[src/rtl/switch_reader.sv]
// Scans an external parallel-in/serial-out register: parallel-load strobe, then
// WIDTH serial clock pulses, then publishes the captured word with a one-cycle valid.
module switch_reader #(
  parameter int WIDTH = 16,
  parameter int DIV   = 4
) (
  input  logic             i_CLK,
  input  logic             i_RESET,
  input  logic             i_Enable,
  input  logic             i_SerData,
  output logic             o_SHCLK,
  output logic             o_SHLoad,
  output logic [WIDTH-1:0] o_Data,
  output logic             o_Valid,
  output logic             o_Busy
);

  typedef enum logic [1:0] {
    IDLE  = 2'd0,
    LOAD  = 2'd1,
    SHIFT = 2'd2,
    DONE  = 2'd3
  } state_t;

  localparam logic [7:0] DIV_M1   = 8'(DIV - 1);
  localparam logic [5:0] BIT_LAST = 6'(WIDTH - 1);

  state_t           state_q, state_d;
  logic [7:0]       cnt_q, cnt_d;
  logic             phase_q, phase_d;
  logic [5:0]       bit_q, bit_d;
  logic [WIDTH-1:0] shreg_q, shreg_d;
  logic             shclk_q, shclk_d;
  logic             shload_q, shload_d;
  logic [WIDTH-1:0] data_q, data_d;
  logic             valid_q, valid_d;
  logic             busy_q, busy_d;

  // Next-state and registered-output logic; LOAD and each bit are two DIV-cycle phases.
  always_comb begin
    state_d  = state_q;
    cnt_d    = cnt_q;
    phase_d  = phase_q;
    bit_d    = bit_q;
    shreg_d  = shreg_q;
    shclk_d  = shclk_q;
    shload_d = shload_q;
    data_d   = data_q;
    valid_d  = 1'b0;

    case (state_q)
      IDLE: begin
        shclk_d  = 1'b0;
        shload_d = 1'b1;
        if (i_Enable) begin
          state_d  = LOAD;
          cnt_d    = DIV_M1;
          phase_d  = 1'b0;
          shload_d = 1'b0;
        end else begin
          state_d  = IDLE;
        end
      end

      LOAD: begin
        if (cnt_q != 8'd0) begin
          cnt_d = cnt_q - 8'd1;
        end else if (!phase_q) begin
          phase_d = 1'b1;
          cnt_d   = DIV_M1;
        end else begin
          state_d  = SHIFT;
          phase_d  = 1'b0;
          cnt_d    = DIV_M1;
          bit_d    = 6'd0;
          shload_d = 1'b1;
        end
      end

      SHIFT: begin
        if (cnt_q != 8'd0) begin
          cnt_d = cnt_q - 8'd1;
        end else if (!phase_q) begin
          // Sample just before the rising shift clock moves the next bit out.
          phase_d = 1'b1;
          cnt_d   = DIV_M1;
          shclk_d = 1'b1;
          shreg_d = {shreg_q[WIDTH-2:0], i_SerData};
        end else begin
          phase_d = 1'b0;
          cnt_d   = DIV_M1;
          shclk_d = 1'b0;
          if (bit_q == BIT_LAST) begin
            state_d = DONE;
            data_d  = shreg_q;
            valid_d = 1'b1;
          end else begin
            bit_d = bit_q + 6'd1;
          end
        end
      end

      DONE: begin
        state_d  = IDLE;
        shclk_d  = 1'b0;
        shload_d = 1'b1;
      end

      default: begin
        state_d  = IDLE;
        shclk_d  = 1'b0;
        shload_d = 1'b1;
      end
    endcase

    busy_d = (state_d != IDLE);
  end

  // State and output registers; reset clears everything including the published word.
  always_ff @(posedge i_CLK or negedge i_RESET) begin
    if (!i_RESET) begin
      state_q  <= IDLE;
      cnt_q    <= 8'd0;
      phase_q  <= 1'b0;
      bit_q    <= 6'd0;
      shreg_q  <= {WIDTH{1'b0}};
      shclk_q  <= 1'b0;
      shload_q <= 1'b1;
      data_q   <= {WIDTH{1'b0}};
      valid_q  <= 1'b0;
      busy_q   <= 1'b0;
    end else begin
      state_q  <= state_d;
      cnt_q    <= cnt_d;
      phase_q  <= phase_d;
      bit_q    <= bit_d;
      shreg_q  <= shreg_d;
      shclk_q  <= shclk_d;
      shload_q <= shload_d;
      data_q   <= data_d;
      valid_q  <= valid_d;
      busy_q   <= busy_d;
    end
  end

  assign o_SHCLK  = shclk_q;
  assign o_SHLoad = shload_q;
  assign o_Data   = data_q;
  assign o_Valid  = valid_q;
  assign o_Busy   = busy_q;

endmodule

[config.mk]
export PLATFORM = sky130hd
export DESIGN_NAME = switch_reader
export DESIGN_NICKNAME = d
export VERILOG_FILES = /design/src/rtl/switch_reader.sv
export SDC_FILE = /design/constraint.sdc
export NUM_CORES = 1
export LEC_CHECK = 0
export CAP_MARGIN = 20
export CELL_PAD_IN_SITES_DETAIL_PLACEMENT = 1
export CELL_PAD_IN_SITES_GLOBAL_PLACEMENT = 2
export CORE_ASPECT_RATIO = 0.8
export CORE_MARGIN = 2
export CORE_UTILIZATION = 33
export DETAILED_ROUTE_END_ITERATION = 12
export GPL_ROUTABILITY_DRIVEN = 0
export PLACE_DENSITY_LB_ADDON = 0.25
export SLEW_MARGIN = 15
export SYNTH_ARGS = -nofsm -noshare
export SYNTH_HDL_FRONTEND = slang
export SYNTH_SLANG_ARGS = --single-unit
[constraint.sdc]
create_clock -name i_CLK -period 2.5 [get_ports i_CLK]
set_input_delay 0.75 -clock i_CLK [delete_from_list [all_inputs] [get_ports i_CLK]]
set_output_delay 0.75 -clock i_CLK [all_outputs]
set_load 0.01 [all_outputs]
# ---- After elaboration in Yosys (flattened, before gate mapping)
# Cells that the tools add are included.
# Widths: inputs -> output; s select.
dict set report totals {
  wordCells 70
  regBits 53
  output_inout_bits 20
  input_bits 4
}
dict set report op_classes {
  add_sub_neg 2
  n_mux 29
  n_eq_ne 11
  bitwise 2
  n_reduce_logical 16
}
# cell n
set ops {}
lappend ops {{$mux 6} 5}
lappend ops {{$mux 8} 2}
lappend ops {{$pmux 8 s2} 1}
lappend ops {{$ne 2x2->1 const B} 7}
lappend ops {{$pmux 6 s2} 1}
lappend ops {{$mux 1} 11}
lappend ops {{$mux 2} 5}
lappend ops {{$reduce_and 3->1} 3}
lappend ops {{$pmux 2 s4} 1}
lappend ops {{$reduce_bool 2->1} 4}
lappend ops {{$reduce_bool 8->1} 1}
lappend ops {{$sub 8x1->8 const B} 1}
lappend ops {{$add 6x1->6 const B} 1}
lappend ops {{$eq 6x4->1 const B} 1}
lappend ops {{$reduce_and 6->1} 1}
lappend ops {{$eq 2x2->1 const B} 2}
lappend ops {{$pmux 1 s2} 2}
lappend ops {{$reduce_and 2->1} 2}
lappend ops {{$reduce_and 4->1} 1}
lappend ops {{$reduce_or 2->1} 2}
lappend ops {{$pmux 1 s3} 1}
lappend ops {{$reduce_bool 3->1} 1}
lappend ops {{$eq 2x1->1 const B} 1}
lappend ops {{$logic_not 2->1} 1}
lappend ops {{$not 1->1} 2}

# ---- Depth between registers and ports, before layout
# Gate-level depths: netlist of the first run.
dict set report depth {
  depth_word 6
  mapped_depth 7
  depth_no_buf 6
}

# ---- Worst setup path after synthesis of the first run
# Ideal clock, no wire load.
dict set report synth_timing {
  path_kind {register -> register}
  startpoint {register cnt_q[2]}
  endpoint {register shreg_q[0]}
  t_arrival_ns 2.504
  slack_ns -0.129
  path_stages_with_launch 8
  required_ns 2.375
  setup_time_ns 0.125
  synth_period_minus_slack_ns 2.629
  path_buffers 3
  cell_sequence {dfrtp_1 or4_1 buf_2 or4b_4 or3b_1 buf_6 buf_6 mux2_4}
}
dict set report synth_between {
  elab_chain_cells 3
}
# element line_no
set synth_rtl {}
lappend synth_rtl {{start: declaration} 29} ;# logic [7:0] cnt_q, cnt_d;
lappend synth_rtl {{start signal: assignment} 134} ;# cnt_q <= cnt_d;
lappend synth_rtl {{$reduce_bool 8->1} 81} ;# if (cnt_q != 8'd0) begin
lappend synth_rtl {{$not 1->1 (no source line)} -}
lappend synth_rtl {{$reduce_and 3->1 (no source line)} -}
lappend synth_rtl {{end signal: assignment} 126} ;# shreg_q <= {WIDTH{1'b0}};
lappend synth_rtl {{end signal: assignment} 137} ;# shreg_q <= shreg_d;
lappend synth_rtl {{end: declaration} 32} ;# logic [WIDTH-1:0] shreg_q, shreg_d;
# Every way passes these cells.
# A chain may end at the register's enable or synchronous reset.

# ---- Final worst setup path of the first run
dict set report layout_timing {
  startpoint {register cnt_q[2]}
  endpoint {register shreg_q[11]}
}
# Same word-level chain as after synthesis.

==> results.py, run 1 <==
metrics = {
    "floorplanning": {
        "die_w_microns": 99.6,
        "row_count": 27,
        "ios": 24,
        "fp.dieH_microns": 80.5,
        "die_area_sq_mm": 0.00802,
        "fp.coreArea_sq_mm": 0.00699,
        "initial_utilization_pct": 34.5,
    },
    "sta": {
        "hold_viol": 0,
        "slew_headroom_pct": 64.4,
        "grt_setup_unrepaired": "false",
        "finalMaxSlewViolations": 0,
        "setup_violations": 0,
        "fin_skew_ns": 0.0121,
        "fin_crit_sh_pct": 96.4,
        "finalCriticalPeriod_ns": 2.41,
        "fmax_mhz": 415,
        "worstMarginPinSlew_ns": 0.533,
    },
    "synth": {
        "synth_ff_type": "dfrtp_1",
        "synth_edf_count": 0,
        "synth-simple-area-share_pct": 12.5,
        "ys_seq_elements": 53,
        "synth_compound_area_share_pct": 5.49,
        "synth_top_family_by_area": "multiplexers",
        "ys_types": 38,
        "synth_area_sq_mm": 0.00241,
        "avgSynthCellArea_sq_um": 13.1,
        "synth_fa_ha_area_share_pct": 3.63,
        "syn_nets": 196,
        "yosysWarningCount": 0,
        "synth_xor_area_share_pct": 2.18,
        "synth-seq-area-share_pct": 55.0,
        "ys_async_sr_fraction_pct": 100,
        "syn_inst": 185,
        "synthMuxAreaShare_pct": 18.7,
    },
    "routing": {
        "finalWirelength_microns": 5020,
        "routedWlPerCell_microns": 16.4,
        "drt_first_iter_violations": 34,
        "first_pass_iters": 4,
        "ant_nets": 0,
        "vias": 1549,
        "route.detailed.drc": 0,
        "vias_per_cell": 5.06,
    },
    "global_route": {
        "overflow": 0,
        "antenna_found_initial": 0,
        "grt_max_degree": 36,
        "grt_pass1_vias": 1730,
        "grt_pass1_wl_microns": 8580,
        "track_usage_pct": 13.7,
    },
    "critical_path": {
        "critical_path_arrival_ns": 2.60,
        "rr_endpoint": "shreg_q[11]",
        "r2r-start": "cnt_q[2]",
        "startpoint": "cnt_q[2]",
        "rrSetupSlack_ns": 0.09,
        "crit_path_end_kind": "flop",
        "required_ns": 2.69,
        "path_max_fanout": 16,
        "worstSetupPathType": "flop to flop",
        "r2r_cells": 5,
        "start_kind": "flop",
        "crit_path_end": "shreg_q[11]",
    },
    "cts": {
        "cts.clk_slew.worst_paths_ns": 0.09,
        "cts-htree-levels": 2,
        "cts_tree": "yes",
        "cts-root-buf": "clkbuf_8",
        "clock-sinks": 53,
        "numCtsBuffers": 5,
        "clkLatencyLatePin_ns": 0.31,
        "cts_buffer_depth": 2,
    },
    "power": {
        "cellLeakagePower_nw": 1.37,
        "peakVddDrop_mv": 0.230,
        "power_density_mw_per_mm2": 503,
    },
    "finish": {
        "mostFrequentLayoutCells": "dfrtp_1 (52), mux2_2 (24), clkdlybuf4s50_1 (22), nor2_1 (13), mux2_4 (10)",
        "antenna_cells": 0,
        "layout.nets": 229,
        "drive_gt1_share_pct": 26.5,
        "final_common_cell": "dfrtp_1",
        "fin_area_sq_mm": 0.00294,
        "fin_cells": 306,
        "syn_to_final_growth_pct": 21.9,
        "final_util_pct": 42.1,
    },
    "place": {
        "placed_cells": 298,
        "postPlaceCellArea_sq_mm": 0.00283,
        "dp_hpwl_microns": 3670,
        "portBuffers": 23,
    },
    "min_path": {
        "hold_path_class": "primary input to asynchronous set/reset pin",
    },
    "job": {
        "drv_cap": 0,
    },
    "run_status": {
        "outcome": "finished, final reports clean",
    },
}
==> how the worst min path moves through the flow <==
stage                    start    endpoint  slack (ns)  cells past startpoint
finish                 i_RESET  o_Data[10]        0.39                      1
global route           i_RESET  o_Data[10]        0.41                      1
CTS                    i_RESET  o_Data[10]        0.39                      1
detailed placement  o_Data[11]  o_Data[11]        0.50                      1
global placement     o_Data[2]   o_Data[2]        0.49                      1
floorplan              i_RESET    bit_q[0]        0.45                      0
==> area by class of cell <==
class / count / area [sq um]
fillers: 721 / 4050
multi-input cells: 120 / 1040
repair buffers: 33 / 338
well taps: 87 / 109
inverters: 5 / 18.8
clock inverters: 2 / 38.8
flip-flops and latches: 53 / 1330
clock buffers: 6 / 72.6
==> synth_stat cells, types with 2 or more instances <==
| cell | number | share of area, % |
|---|---|---|
| dfrtp_1 | 52 | 54 |
| mux2_2 | 24 | 11 |
| nor2_1 | 13 | 2.0 |
| mux2_4 | 10 | 6.2 |
| a21oi_1 | 8 | 1.7 |
| ha_1 | 7 | 3.6 |
| inv_1 | 5 | 0.78 |
| nand2_1 | 5 | 0.78 |
| or4_1 | 5 | 1.6 |
| nand2b_1 | 4 | 1.0 |
| o31ai_1 | 4 | 1.2 |
| xnor2_1 | 4 | 1.5 |
| clkbuf_1 | 3 | 0.47 |
| mux2i_1 | 3 | 1.2 |
| nor2b_1 | 3 | 0.78 |
| nor3b_1 | 3 | 0.93 |
| o21ai_0 | 3 | 0.62 |
| a31oi_1 | 2 | 0.52 |
| buf_2 | 2 | 0.41 |
| buf_6 | 2 | 0.93 |
| nand4_1 | 2 | 0.52 |
| nand4b_1 | 2 | 0.73 |
| nor3_1 | 2 | 0.41 |
| nor4b_1 | 2 | 0.73 |
| xor2_1 | 2 | 0.73 |
==> sequential cells by signal (all words and copies together), names as in the netlist <==
signal,cells
phase_q,1
o_SHCLK,1
o_Busy,1
shreg_q,16
cnt_q,8
state_q,2
o_Valid,1
bit_q,6
o_Data,16
o_SHLoad,1
==> per-layer routing <==
| layer | GRT usage [%] | share of wire, % | routed length, microns | vias up |
|---|---|---|---|---|
| li1 | - | - | - | 728 |
| met1 | 17.3 | 48 | 2400 | 795 |
| met2 | 23.6 | 49 | 2460 | 19 |
| met3 | 2.87 | 1.8 | 90 | 7 |
| met4 | 4.52 | 1.4 | 69 | 0 |
| met5 | 0 | 0 | 0 | - |
==> repair_timing <==
action	in CTS	in global routing
endpoints found under the setup margin	1	2
hold buffers	0	0
gates resized for setup	1	1
setup buffers	0	0
==> worst max-delay path, cell delays in order (launching register included) <==
cell and delay, ns:
dfrtp_1 0.38, or4_1 0.54, or4b_4 0.50, or3b_1 0.41, buf_12 0.18, mux2_4 0.29
==> kinds of logic (layout without fill, tap and decap cells) <==
family | after synthesis | count (layout)
flip-flops | 53 | 53
multiplexers | 37 | 37
AND/OR/NAND/NOR | 49 | 49
XOR/XNOR | 6 | 6
adder cells (fa/ha/maj) | 7 | 7
AO/OA/AOI/OAI | 21 | 21
buffers and inverters | 12 | 46
==> where the power goes <==
group          internal, mW  switching [mW]  leakage, nW
Clock                 0.301           0.283       0.0554
Combinational        0.0123          0.0198        0.614
Sequential            0.862         0.00404        0.698
==> per-stage QoR <==
step	hold slack [ns]	total power, mW	setup WS (ns)	setup TNS (ns)
2_1_floorplan	0.454	0.888	-0.129	-1.47
3_3_place_gp	0.489	0.914	0.113	0
5_1_grt	0.414	1.55	0.0150	0
3_5_place_dp	0.496	0.916	-0.00451	-0.00451
6_report	0.391	1.48	0.0909	0
4_1_cts	0.389	1.51	0.0815	0
(Power assumes the default switching activity.)
==> run 2: changes to the inputs <==
Settings changed: CTS_CLUSTER_SIZE set to 20.
==> results of run 2 <==
No change in the layout: final DEF, timing and power equal those of run 1.
==> run 3: changes to the inputs <==
Settings changed: CORE_UTILIZATION 33 to 35.
==> run 3 against run 2 <==
Compared with the run above: critical path type unchanged; utilization increased by 1.2 points; sequential power about the same; first-iteration DRC count decreased by 21%; highest routed layer unchanged; clock skew decreased by 0.0047 ns; count of clock-buffer cells in the layout increased by 1; combinational power decreased by 3%; global-route usage decreased by 0.14 points; total power decreased by 3.0%; largest power group unchanged.
==> results.py, run 3 (synthesized netlist as in run 1, its figures left out) <==
metrics = {
    "run_status": {
        "outcome": "finished, final reports clean",
    },
    "cts": {
        "cts_tree": "yes",
        "numCtsBuffers": 5,
        "cts_resized": 0,
        "clkLatencyLatePin_ns": 0.31,
        "cts_buffer_depth": 2,
        "cts.hold.buffers_added": 0,
        "cts-root-buf": "clkbuf_8",
        "clock-sinks": 53,
        "cts-htree-levels": 2,
        "cts.clk_slew.worst_paths_ns": 0.10,
        "postCtsSetupBuffers": 0,
    },
    "finish": {
        "fill_cells": 698,
        "layout.nets": 230,
        "multi_input_area_sq_mm": 0.00104,
        "final_common_cell": "dfrtp_1",
        "fin_cells": 307,
        "antenna_cells": 0,
        "mostFrequentLayoutCells": "dfrtp_1 (52), mux2_2 (24), clkdlybuf4s50_1 (22), nor2_1 (13), mux2_4 (10)",
        "regArea_sq_mm": 0.00133,
        "syn_to_final_growth_pct": 21.8,
        "drive_gt1_share_pct": 26.8,
    },
    "routing": {
        "routedWlPerCell_microns": 15.6,
        "first_pass_iters": 4,
        "ant_nets": 0,
        "finalWirelength_microns": 4790,
        "highest_layer": "met4",
        "vias_per_cell": 5.10,
        "vias": 1567,
        "wl_met3_microns": 133,
        "wl_met1_microns": 2280,
        "met2_wirelength_microns": 2290,
        "route.detailed.drc": 0,
        "drt_first_iter_violations": 27,
    },
    "critical_path": {
        "start_kind": "flop",
        "crit_path_end_kind": "flop",
        "path_cells": "or4_1 -> or4b_4 -> or3b_4 -> buf_12 -> mux2_4",
        "critical-path-slowest-cell": "or4_1",
        "path_max_fanout": 16,
        "rr_endpoint": "shreg_q[3]",
        "r2r-start": "cnt_q[2]",
        "rrSetupSlack_ns": 0.09,
        "worstSetupPathType": "flop to flop",
        "startpoint": "cnt_q[2]",
        "critical_path_arrival_ns": 2.61,
        "r2r_cells": 5,
        "required_ns": 2.70,
        "slowest_delay_ns": 0.56,
    },
    "sta": {
        "fin_crit_sh_pct": 96.5,
        "finalCriticalPeriod_ns": 2.41,
        "worstMarginPinSlew_ns": 0.485,
        "slew_headroom_pct": 67.6,
        "hold_viol": 0,
        "setup_violations": 0,
        "fmax_mhz": 414,
        "whs_ns": 0.376,
        "finalMaxSlewViolations": 0,
        "grt_setup_unrepaired": "false",
        "fin_skew_ns": 0.00732,
    },
    "place": {
        "dp_hpwl_microns": 3490,
        "portBuffers": 23,
        "placed_cells": 299,
    },
    "global_route": {
        "antenna_found_initial": 0,
        "grt_pass1_vias": 1671,
        "track_usage_pct": 13.6,
        "grt_max_degree": 37,
        "overflow": 0,
        "grt_pass1_wl_microns": 8270,
    },
    "job": {
        "drv_cap": 0,
    },
    "power": {
        "power_density_mw_per_mm2": 489,
        "cellLeakagePower_nw": 1.37,
        "peakVddDrop_mv": 0.221,
    },
    "floorplanning": {
        "fp.dieH_microns": 78.3,
        "fp.coreArea_sq_mm": 0.00679,
        "die_w_microns": 96.9,
        "initial_utilization_pct": 35.6,
        "die_area_sq_mm": 0.00758,
        "ios": 24,
        "row_count": 27,
    },
    "min_path": {
        "hold_path_class": "primary input to asynchronous set/reset pin",
    },
}
run 3: critical path: cells and delay by family, from the launching register on:
family,cells,cell delay [ns]
simple gates,3,1.47
flops,1,0.38
mux,1,0.29
buf+inv,1,0.17
run 3: through the flow:
stage	TNS [ns]	area, sq um	setup WS (ns)	util, %	power [mW]
2_1_floorplan	-1.47	2410	-0.129	-	0.888
3_3_place_gp	0	2830	0.112	41.7	0.914
3_5_place_dp	0	2830	0.0686	41.7	0.916
4_1_cts	0	2940	0.0640	43.3	1.46
5_1_grt	0	2940	0.0246	43.3	1.50
6_report	0	2940	0.0867	43.3	1.44
run 3: final cells by class:
cell class | count | area share [%]
flip-flops and latches | 53 | 45.1
multi-input cells | 120 | 35.2
repair buffers | 34 | 11.7
well taps | 87 | 3.70
clock buffers | 7 | 3.28
inverters | 5 | 0.638
clock inverters | 1 | 0.298
run 3: worst max-delay path by stage:
stage                       endpoint  slack (ns)  cells after the start
after CTS                 shreg_q[0]        0.06                      5
after detailed placement  shreg_q[0]        0.07                      5
after floorplan           shreg_q[0]       -0.13                      7
after global placement    shreg_q[2]        0.11                      5
after global routing      shreg_q[0]        0.02                      5
final                     shreg_q[3]        0.09                      5
run 3: metal layers:
layer / GRT usage [%] / up-vias
li1: - / 728
met1: 17.2 / 813
met2: 22.6 / 18
met3: 3.38 / 8
met4: 5.35 / 0
met5: 0 / -
run 3: where the power goes:
group | total (mW) | switching (mW) | internal [mW] | leakage (nW)
logic | 0.0311 | 0.0188 | 0.0123 | 0.615
registers | 0.866 | 0.00402 | 0.862 | 0.698
clock network | 0.541 | 0.285 | 0.256 | 0.0549
total | 1.44 | 0.308 | 1.13 | 1.37
